## src/rtl/apb_slv_if_param.sv

```systemverilog
`default_nettype none
// ============================================================================
// Module   : apb_slv_if_param
// Brief    : APB slave front-end with programmable wait states that bridges
//            transfers onto a simple register port (address/data/strobe/pulses).
// Revision : 1.0 - initial release
// ============================================================================
module apb_slv_if_param #(
    parameter  int ADDR_W      = 12,
    parameter  int DATA_W      = 32,
    parameter  int WAIT_CYCLES = 0,
    parameter  int ADDR_LIMIT  = 4096,
    localparam int SB_W        = DATA_W / 8
) (
    input  logic              clk,
    input  logic              rst,
    input  logic              psel_i,
    input  logic              penable_i,
    input  logic              pwrite_i,
    input  logic [ADDR_W-1:0] paddr_i,
    input  logic [DATA_W-1:0] pwdata_i,
    input  logic [SB_W-1:0]   pstrb_i,
    output logic              pready_o,
    output logic [DATA_W-1:0] prdata_o,
    output logic              pslverr_o,
    output logic [ADDR_W-1:0] reg_addr_o,
    output logic [DATA_W-1:0] reg_wdata_o,
    output logic [SB_W-1:0]   reg_wstrb_o,
    output logic              reg_wr_o,
    output logic              reg_rd_done_o,
    input  logic [DATA_W-1:0] reg_rdata_i
);

    localparam int c_lsb_w = $clog2(SB_W);
    localparam int c_cnt_w = (WAIT_CYCLES > 0) ? $clog2(WAIT_CYCLES + 1) : 1;
    localparam int c_cmp_w = (ADDR_W > 32) ? ADDR_W : 32;

    typedef enum logic [1:0] {
        S_IDLE   = 2'd0,
        S_WAIT   = 2'd1,
        S_ACCESS = 2'd2
    } state_t;

    state_t              r_state;
    logic [c_cnt_w-1:0]  r_cnt;
    logic                r_write;
    logic                r_err;
    logic [ADDR_W-1:0]   r_addr;
    logic [DATA_W-1:0]   r_wdata;
    logic [SB_W-1:0]     r_wstrb;
    logic                r_pready;
    logic [DATA_W-1:0]   r_prdata;
    logic                r_wr;
    logic                r_rd_done;

    logic                w_setup;
    logic                w_err;
    logic [DATA_W-1:0]   w_rd_val;

    assign w_setup  = psel_i & ~penable_i;
    assign w_err    = (c_cmp_w'(paddr_i) >= c_cmp_w'(ADDR_LIMIT)) | (|paddr_i[c_lsb_w-1:0]);
    assign w_rd_val = (~r_write & ~r_err) ? reg_rdata_i : '0;

    always_ff @(posedge clk or posedge rst) begin
        if (rst) begin
            r_state   <= S_IDLE;
            r_cnt     <= '0;
            r_write   <= 1'b0;
            r_err     <= 1'b0;
            r_addr    <= '0;
            r_wdata   <= '0;
            r_wstrb   <= '0;
            r_pready  <= 1'b0;
            r_wr      <= 1'b0;
            r_rd_done <= 1'b0;
        end else begin
            r_wr      <= 1'b0;
            r_rd_done <= 1'b0;
            case (r_state)
                S_IDLE: begin
                    if (w_setup) begin
                        r_write <= pwrite_i;
                        r_err   <= w_err;
                        r_addr  <= paddr_i;
                        r_wdata <= pwdata_i;
                        r_wstrb <= pwrite_i ? pstrb_i : '0;
                        if (WAIT_CYCLES == 0) begin
                            r_state  <= S_ACCESS;
                            r_pready <= 1'b1;
                        end else begin
                            r_state <= S_WAIT;
                            r_cnt   <= c_cnt_w'(WAIT_CYCLES - 1);
                        end
                    end
                end
                S_WAIT: begin
                    if (r_cnt == '0) begin
                        r_state  <= S_ACCESS;
                        r_pready <= 1'b1;
                    end else begin
                        r_cnt <= r_cnt - 1'b1;
                    end
                end
                S_ACCESS: begin
                    // A dropped psel is an abort: leave without touching the register side
                    if (!psel_i) begin
                        r_state  <= S_IDLE;
                        r_pready <= 1'b0;
                    end else if (penable_i) begin
                        r_state   <= S_IDLE;
                        r_pready  <= 1'b0;
                        r_wr      <= r_write & ~r_err & (|r_wstrb);
                        r_rd_done <= ~r_write & ~r_err;
                    end
                end
                default: begin
                    r_state  <= S_IDLE;
                    r_pready <= 1'b0;
                end
            endcase
        end
    end

    generate
        if (WAIT_CYCLES > 0) begin : g_wait_states
            // reg_addr_o has been stable through WAIT, so sample on the ACCESS transition
            always_ff @(posedge clk or posedge rst) begin
                if (rst) begin
                    r_prdata <= '0;
                end else if (r_state == S_WAIT && r_cnt == '0) begin
                    r_prdata <= w_rd_val;
                end
            end
            assign prdata_o = r_prdata;
        end else begin : g_no_wait
            // Without wait states reg_addr_o only becomes valid in ACCESS itself, so
            // the lookup is presented live there and held once the transfer leaves
            always_ff @(posedge clk or posedge rst) begin
                if (rst) begin
                    r_prdata <= '0;
                end else if (r_state == S_ACCESS) begin
                    r_prdata <= w_rd_val;
                end
            end
            assign prdata_o = (r_state == S_ACCESS) ? w_rd_val : r_prdata;
        end
    endgenerate

    assign pready_o      = r_pready;
    assign pslverr_o     = r_pready & r_err;
    assign reg_addr_o    = r_addr;
    assign reg_wdata_o   = r_wdata;
    assign reg_wstrb_o   = r_wstrb;
    assign reg_wr_o      = r_wr;
    assign reg_rd_done_o = r_rd_done;

endmodule
`default_nettype wire

```

## config.mk

```make
export PLATFORM = sky130hd
export DESIGN_NAME = apb_slv_if_param
export DESIGN_NICKNAME = d
export VERILOG_FILES = /design/src/rtl/apb_slv_if_param.sv
export SDC_FILE = /design/constraint.sdc
export NUM_CORES = 1
export LEC_CHECK = 0
export CORE_UTILIZATION = 40
export CTS_CLUSTER_SIZE = 14
export DETAILED_ROUTE_END_ITERATION = 12
export DONT_BUFFER_PORTS = 1
export PLACE_DENSITY = 0.57
export SLEW_MARGIN = 20
export SYNTH_ARGS = -nofsm -noshare
export SYNTH_HDL_FRONTEND = slang
export SYNTH_SLANG_ARGS = --single-unit
```

## constraint.sdc

```tcl
create_clock -name clk -period 3.45 [get_ports clk]
set_input_delay 1.035 -clock clk [delete_from_list [all_inputs] [get_ports clk]]
set_output_delay 1.035 -clock clk [all_outputs]
set_load 0.01 [all_outputs]
```

# Word level (Yosys, flattened, before mapping)
# Index checks and enable logic that the tools add are counted.
# Widths: inputs -> output; s select.
word_totals:
  register_bits: 88
  word_cells: 50
  out_inout_bits: 84
  latchBits: 0
  n_memories: 0
  ramBits: 0
  mem_bits_ro: 0
  input_bits: 85
classes:
  n_mul: 0
  n_mux: 20
  shifts: 0
  add_sub_neg: 1
  div_mod_pow: 0
  n_eq_ne: 5
  magnitude_cmp: 0
  bitwise: 8
  reduce_logical: 5
op_table:
  columns: ["cell", "n"]
  rows:
  - ["$mux 32", 2]
  - ["$mux 1", 11]
  - ["$mux 2", 4]
  - ["$pmux 2 s3", 1]
  - ["$and 1x1->1", 5]
  - ["$mux 4", 1]
  - ["$ne 2x2->1 const B", 2]
  - ["$reduce_or 4->1", 1]
  - ["$ne 3x3->1 const B", 1]
  - ["$not 1->1", 3]
  - ["$pmux 1 s3", 1]
  - ["$reduce_and 3->1", 1]
  - ["$eq 2x1->1 const B", 1]
  - ["$eq 2x2->1 const B", 1]
  - ["$logic_not 2->1", 1]
  - ["$reduce_and 2->1", 1]
  - ["$reduce_or 2->1", 1]
  - ["$sub 1x1->1 const B", 1]

# Logic depth before layout (Yosys ltp)
# Gate-level depths: netlist of the first run.
logic_depth:
  word_depth: 6
  mapped_depth: 7
  mapped_depth_nobuf: 4

# Worst setup path after synthesis of the first run
# Ideal clock, no wire load.
synth_timing:
  path_kind: "input -> output"
  start: "in reg_rdata_i[0]"
  end: "out prdata_o[0]"
  t_required_ns: 2.415
  t_arrival_ns: 1.274
  n_path_buf: 0
  slack_ns: 1.141
  stages: 1
  path_cell_list: "a22o_2"
synth_via:
  elab_chain_cells: 2
synth_lines:
  columns: ["element", "line", "rtl"]
  rows:
  - ["start: declaration", "31", "input logic [DATA_W-1:0] reg_rdata_i"]
  - ["$mux 32", "62", "assign w_rd_val = (~r_write & ~r_err) ? reg_rdata_i : '0;"]
  - ["$mux 32", null, null]
  - ["end: declaration", "24", "output logic [DATA_W-1:0] prdata_o,"]
# Every way passes these cells.

==> impl.org, run 1 <==
** Run status
- Outcome :: completed

** Worst setup path
- Kind of critical path :: reg2out
- Worst R2R Path Depth :: 4
- In this run the register-to-register setup slack is 1.52 ns.
- Critical Path Start Type :: flip-flop
- The most critical setup path has its startpoint at pready_o.
- Reg2Reg Launch Point :: pready_o
- Required time reported for the critical path endpoint :: about 2.4 ns
- The most critical setup path has its endpoint at prdata_o[25].
- Endpoint of the worst-slack reg-to-reg timing path :: reg_wdata_o[21]
- Type of element capturing the critical path :: output pin
- WP data arrival :: between 1.5 and 2 ns
- In this run the worst path has a maximum fanout of 32.

** Floorplan
- The floorplan has 32 rows.
- The floorplan step set the die height to 91.3 microns.
- Area of the die :: 8330 sq um
- In this run the standard cell core region covers 7730 sq um.
- The floorplan step set the die width to about 91 microns.
- For this configuration, the core starts out at a cell density of 0.413.
- For this design the top-level I/O count stands at 169.

** Power
- The share of total power dissipated in the clock network is 0.216.
- Combinational Power Share :: 0.234
- Portion of total power attributed to sequential cells :: 0.550
- PD cells :: 957 nW/um^2
- Switching power of the nets :: about 1.1 mW
- The design draws 3.34 mW.
- Leakage power :: 1.55 nW
- The worst-case IR drop observed on VDD is between 0.3 and 0.4 mV.
- Sw frac :: 0.333
- The internal power of the cells totals 2.22 mW.

** Timing
- The final-report max-slew violation count is 0.
- The number of failing hold endpoints at the final stage was 0.
- Between clock sinks in the finished design, the worst skew comes to 0.00965 ns.
- At the pin with the least slew margin, the transition time is 0.620 ns.
- For the final routed database, the setup TNS stands at 0 ns.
- In this run the tightest slew margin relative to its limit is 0.587.
- Of the available clock period, the critical path in the final layout requires 0.783.
- For this run, the top clock speed supported by timing is 0.370 GHz.
- Final period demand of the worst path :: 2.70 ns
- Setup slack on the critical path of the routed design comes to 0.748 ns.
- Setup repair after global routing left no endpoint under its margin.
- Across all hold checks on the routed design, the worst slack comes to between 0.5 and 0.6 ns.
- Setup violations remaining at the end of the flow were counted as 0.

** Synth
- After technology mapping, the gate count stands at 200.
- The area fraction in compound gates after synthesis was 0.109.
- Counting flops with an async set or reset pin after synthesis yields a share of 1.00.
- Mux share of post-synthesis cell area :: 0.159
- Post-synth EDFFs :: 0
- Averaged over all synthesized cells, the footprint is 15.9 sq um.
- Main flop type after synthesis :: dfrtp_1
- Simple-gate share of the synthesized area :: 0.0239
- Cell area after technology mapping :: 3190 sq um
- Synth Area in XOR/XNOR :: 0.00275
- Main combinational cell family by area after synthesis :: multiplexers
- For this run, the register share of the synthesized area comes to 0.667.
- Yosys mapped the design onto 20 distinct sky130hd cell types.
- Count of state elements after synthesis :: 85
- The number of nets in the synthesized netlist is 286.
- Synth Area in Adders :: 0.00392
- Number of synthesis warnings :: 0

** Placed design
- Cell Area, Placed :: 3280 sq um
- Detailed placement ended at an HPWL of between 4000 and 5000 microns.
- Prior to clock tree synthesis, the placed netlist has a worst setup slack of roughly 0.85 ns.
- Including well taps, the total number of placed cells is 295.
- Total of buffers placed on input and output ports :: 0
- Last weighted congestion value of the routability-driven placer :: about 0.70

** Clock network
- Clock Latency Late Sink :: 0.34 ns
- Clk sink count :: 85
- Buffers inserted during post-CTS setup optimization :: 0
- TritonCTS clock tree :: yes
- Clock transition at the register clock pins on the worst setup and hold paths after CTS :: 0.08 ns
- Clock tree buffer depth :: 2
- Buffers inserted to repair hold after CTS numbered 0.
- Number of buffers inserted during clock tree synthesis :: 9
- Maximum level of the CTS H-tree :: 3
- Cell chosen for the clock root :: clkbuf_8
- Number of resized instances in the post-cts repair step :: 0

** Global route
- Across every metal layer, demand over resource in global routing totals 0.150.
- The via count of the first global-routing pass came to 1789.
- Remaining global-route overflow :: 0
- Entering global routing, the biggest net connects 38 pins.
- The first global-routing pass estimated 9460 microns of wire.
- Antenna violations before repair :: 0

** Layout
- Signed area change from the synthesized netlist to the final layout :: 9.34%
- # nets final :: 290
- Share of cells above drive strength 1 :: 0.459
- Diode insertion count for antenna repair :: 0
- Measured on the finished design, the core utilization comes to 0.451.
- Summing all non-filler instances in the final layout gives an area of 3490 sq um.
- The count of cells in the finished layout, fillers not included, comes to 309.

** Drt
- The routed design has 6020 microns of wire.
- Once detail routing completed, the nets flagged for antenna violations numbered 0.
- After detailed routing, the number of remaining DRC violations is 0.
- DR WL/cell :: slightly below 20 microns
- Detailed-route via count :: 1649
- Dividing the detail-routed via count by the number of cells gives approximately 5.3.
- Drt initial violations :: 39
- The first detailed-routing pass took 4 iterations.

** Min path
- Type of the most critical hold path :: reg2reg

** Run
- Max-cap violations :: 0
==> sequential cells by signal, indices dropped and copies added, names as in the netlist, 4 cells and up <==
register,cells
reg_addr_o,12
reg_wdata_o,32
reg_wstrb_o,4
r_prdata,32
==> power groups by stage <==
stage / combinational, mW / sequential (mW) / clock, mW
final: 0.781 / 1.83 / 0.722
after detailed placement: 0.796 / 1.86 / 0
after floorplan: 0.699 / 1.77 / 0
after global placement: 0.743 / 1.85 / 0
after CTS: 0.794 / 1.84 / 0.757
after global routing: 0.849 / 1.88 / 0.797
==> placed cells by master (no fill, tap or decap), drive strengths merged <==
master,synthesis,routed
dfrtp,85,85
mux2,45,45
a22o,32,32
clkbuf,2,10
inv,6,5
buf,10,5
nor2,4,4
nand3,4,4
o21ai,4,4
clkinvlp,0,2
bufinv,0,2
nor2b,1,1
nor3b,1,1
and2,1,1
nand4b,1,1
o41ai,1,1
clkinv,0,1
a21oi,1,1
xnor2,1,1
ha,1,1
==> worst max-delay path, cell delays in order, from the launching register on <==
cell and delay (ns):
dfrtp_1 0.50, nor3b_4 0.22, buf_4 0.34, a22o_1 0.27
==> worst min-delay path by stage <==
stage,from,to,slack (ns),cells after the start
floorplan,r_write,reg_rd_done_o,0.49,1
global placement,r_prdata[14],r_prdata[14],0.53,1
detailed placement,r_prdata[13],r_prdata[13],0.53,1
CTS,r_prdata[24],r_prdata[24],0.55,1
global route,r_prdata[6],r_prdata[6],0.56,1
finish,r_prdata[21],r_prdata[21],0.55,1
==> cell families (layout without fill, tap and decap cells) <==
logic type | count (synthesis) | in the layout
and+or+nand+nor | 12 | 12
muxes | 45 | 45
AOI/OAI and AO/OA | 38 | 38
buffers and inverters | 18 | 25
adders and majority gates | 1 | 1
DFF | 85 | 85
xor gates and xnor gates | 1 | 1
==> cell usage after synthesis (all sizes together), types with 2 or more instances <==
| cell type | n | area, sq um |
|---|---|---|
| dfrtp | 85 | 2130 |
| nor2 | 4 | 15.0 |
| nand3 | 4 | 20.0 |
| mux2 | 45 | 507 |
| buf | 10 | 78.8 |
| clkbuf | 2 | 7.51 |
| a22o | 32 | 315 |
| inv | 6 | 22.5 |
| o21ai | 4 | 20.0 |
==> routing by layer <==
layer  global-route usage  wire, microns  up-vias
li1                     -              -      724
met1                0.171           2300      832
met2                0.249           3170       83
met3               0.0511            472       10
met4               0.0767             82        0
met5                    0              0        -
==> cell type report <==
| cell class | count | area [sq um] |
|---|---|---|
| Tap cell | 102 | 128 |
| Multi-Input combinational cell | 97 | 956 |
| Fill cell | 701 | 4240 |
| Clock buffer | 10 | 128 |
| Timing Repair Buffer | 5 | 50.0 |
| Clock inverter | 4 | 75.1 |
| Sequential cell | 85 | 2130 |
| Inverter | 6 | 23.8 |
(Power assumes the default switching activity.)
==> inputs of run 2 (changes only) <==
==> constraint.sdc (replaced) <==
create_clock -name clk -period 2.65 [get_ports clk]
set_input_delay 0.795 -clock clk [delete_from_list [all_inputs] [get_ports clk]]
set_output_delay 0.795 -clock clk [all_outputs]
set_load 0.01 [all_outputs]
==> impl.org, run 2 (synthesized netlist as in run 1, its figures left out) <==
** Run status
- The run finished with clean final reports.

** Layout
- Fill cells :: 699 (-0.29%)
- The library cell used most frequently in the layout, excluding fill and tap cells, is dfrtp_1.
- Compared with the post-synthesis result, the final layout area differs by 10.8%.
- The final design instance area without fill came to 3530 sq um (+1.3%).
- In the layout the commonest cells are dfrtp_1, mux2_2, a22o_2, clkbuf_8, inv_1.
- The ratio of cells with drive above 1 in the final layout was 0.464 (+0.00518).
- # nets final :: 291 (+0.34%)
- Fin cells :: 311 (+0.65%)
- Diode insertion count for antenna repair :: 0 (unchanged)
- The utilization after layout is 0.457 (+0.00599).

** Drt
- The number of remaining DRC errors was 0 (unchanged).
- Drt initial violations :: 25 (-36%)
- Final ANT Viol Nets :: 0 (unchanged)
- The detailed-route vias per instance was 5.28 (-1.1%).
- The wire length per cell after detailed routing came to 19.0 microns (-2.5%).
- The via count of the routed design was 1641 (-0.49%).
- Total routed wirelength :: 5910 microns (-1.9%)
- The number of iterations in the first detailed-routing pass is 4 (unchanged).

** Global route
- Remaining global-route overflow :: 0 (unchanged)
- Total global routing track utilization :: 0.143 (-0.00632)
- The via count of the first global-routing pass is 1841 (+2.9%).
- The first-pass GRT wire length came to 9180 microns (-2.9%).
- The number of antenna violations at the first check in global routing was 0 (unchanged).
- Largest net degree at the start of global routing :: 44 (+16%)

** Worst setup path
- The slowest stage of the critical path is the dfrtp_1 cell.
- Count of buffer and inverter cells on the critical path :: 1 (unchanged)
- The peak per-stage delay on the critical path was 0.49 ns (about the same).
- The setup path with the least slack is of type reg2out.
- Delay-heaviest family, CP :: flip-flops
- Critical Path Start Type :: flip-flop
- Type of element capturing the critical path :: output pin
- The largest driver fanout on the critical path is 24 (-25%).
- Required time reported for the critical path endpoint :: 1.86 ns (-0.55 ns)
- Worst R2R Path Depth :: 4 (unchanged)
- Cell depth of the worst setup path :: 3 (unchanged)
- Walking the worst path, the cells encountered are nor3b_4, buf_4, a22o_1.
- The arrival time at the worst endpoint was 1.61 ns (-0.06 ns).

** Clock network
- Clock tree buffer depth :: 2 (unchanged)
- The number of buffers inserted by post-CTS setup repair is 0 (unchanged).
- The total CTS buffers was 9 (unchanged).
- Clock Latency Late Sink :: 0.34 ns (about the same)
- The number of buffers inserted by hold repair at cts came to 0 (unchanged).
- The clock sink total is 85 (unchanged).
- TritonCTS clock tree :: yes
- Clock transition at the register clock pins on the worst setup and hold paths after CTS :: 0.07 ns (about the same)
- Maximum level of the CTS H-tree :: 3 (unchanged)
- The quantity of gates resized following cts came to 0 (unchanged).
- Cell chosen for the clock root :: clkbuf_8

** Placed design
- The post-detailed-placement cell area came to 3320 sq um (+1.1%).
- The quantity of I/O buffers inserted on ports came to 0 (unchanged).
- HPWL reported at the end of detailed placement :: 4350 microns (-0.42%)
- The total instance count after detailed placement came to 296 (+0.34%).
- The post-place setup slack is 0.606 ns (-0.243 ns).
- Last weighted congestion value of the routability-driven placer :: 0.691 (-0.86%)

** Floorplan
- The number of top-level pins was 169 (unchanged).
- The placeable core region was 7730 sq um (unchanged).
- The effective utilization at floorplan is 0.413 (unchanged).
- The area enclosed by the die boundary was 8330 sq um (unchanged).
- Width of the chip :: 91.3 microns (unchanged)
- Die height :: 91.3 microns (unchanged)
- The count of standard-cell rows is 32 (unchanged).

** Power
- The switching portion of total power is 0.329 (-0.00441).
- Internal power consumption :: 2.94 mW (+32%)
- Switching power of the nets :: 1.44 mW (+30%)
- The share of power burned in combinational logic is 0.236 (+0.002).
- Worst vdd ir :: 0.615 mV (+81%)
- The reported leakage power was 1.57 nW (+1.3%).
- The sequential fraction of design power is 0.544 (-0.006).
- The clock group share of total power came to 0.220 (+0.004).
- PD cells :: 1240 nW/um^2 (+30%)

** Timing
- The number of failing hold endpoints at the final stage is 0 (unchanged).
- Fmax :: 0.416 GHz
- Pins over their slew limit :: 0 (unchanged)
- The slew of the pin with the lowest slew margin is 0.886 ns (+0.267 ns).
- The number of endpoints failing setup at the final stage is 0 (unchanged).
- Of the available clock period, the critical path in the final layout requires 0.907.
- Post-Route Setup TNS :: 0 ns (unchanged)
- Tightest slew margin relative to the limit :: 0.408 (-0.179)
- Final period demand of the worst path :: 2.40 ns
- Least setup slack across all paths after layout :: 0.247 ns (-0.501 ns)
- Worst clock skew :: 0.00862 ns (-0.00103 ns)
- Setup repair after global routing left no endpoint under its margin.

** Min path
- The path class of the tightest hold or removal check is in2async.

** Run
- The number of max-cap violations was 0 (unchanged).
run 2: cell type report:
cell class / instances / area, sq um / area share
Sequential cell: 85 / 2130 / 0.602
Inverter: 6 / 26.3 / 0.00744
Timing Repair Buffer: 6 / 82.6 / 0.0234
Multi-Input combinational cell: 97 / 956 / 0.271
Clock buffer: 11 / 141 / 0.0400
Clock inverter: 4 / 72.6 / 0.0205
Tap cell: 102 / 128 / 0.0361
run 2: path summary, 6_finish.rpt:
| check | slack (ns) | endpoint | startpoint |
|---|---|---|---|
| setup / recovery | 0.25 | prdata_o[31] | pready_o |
| hold / removal | 0.50 | reg_wdata_o[26] | rst |
| setup reg to reg | 1.07 | reg_wdata_o[26] | pready_o |
| hold reg to reg | 0.54 | reg_rd_done_o | r_write |
| max in group asynchronous | 1.46 | reg_addr_o[11] | rst |
| min in group clk | 0.54 | reg_rd_done_o | r_write |
run 2: per-layer routing:
layer / GRT usage / share of wire / vias to the layer above
met1: 0.161 / 0.38 / 819
met2: 0.245 / 0.53 / 84
met4: 0.0688 / 0.021 / 0
met5: 0 / 0 / -
li1: - / - / 727
met3: 0.0469 / 0.067 / 11
run 2: power by group through the flow:
stage               Sequential, mW  Clock [mW]  Combinational, mW
finish                        2.39       0.963               1.03
global route                  2.45        1.05               1.13
CTS                           2.40        1.00               1.05
detailed placement            2.42           0               1.05
global placement              2.41           0              0.988
floorplan                     2.30           0              0.910
run 2: through the flow:
stage / total power [mW] / hold slack (ns)
3_3_place_gp: 3.40 / 0.525
6_report: 4.38 / 0.498
4_1_cts: 4.45 / 0.517
5_1_grt: 4.63 / 0.540
2_1_floorplan: 3.21 / 0.491
3_5_place_dp: 3.47 / 0.526
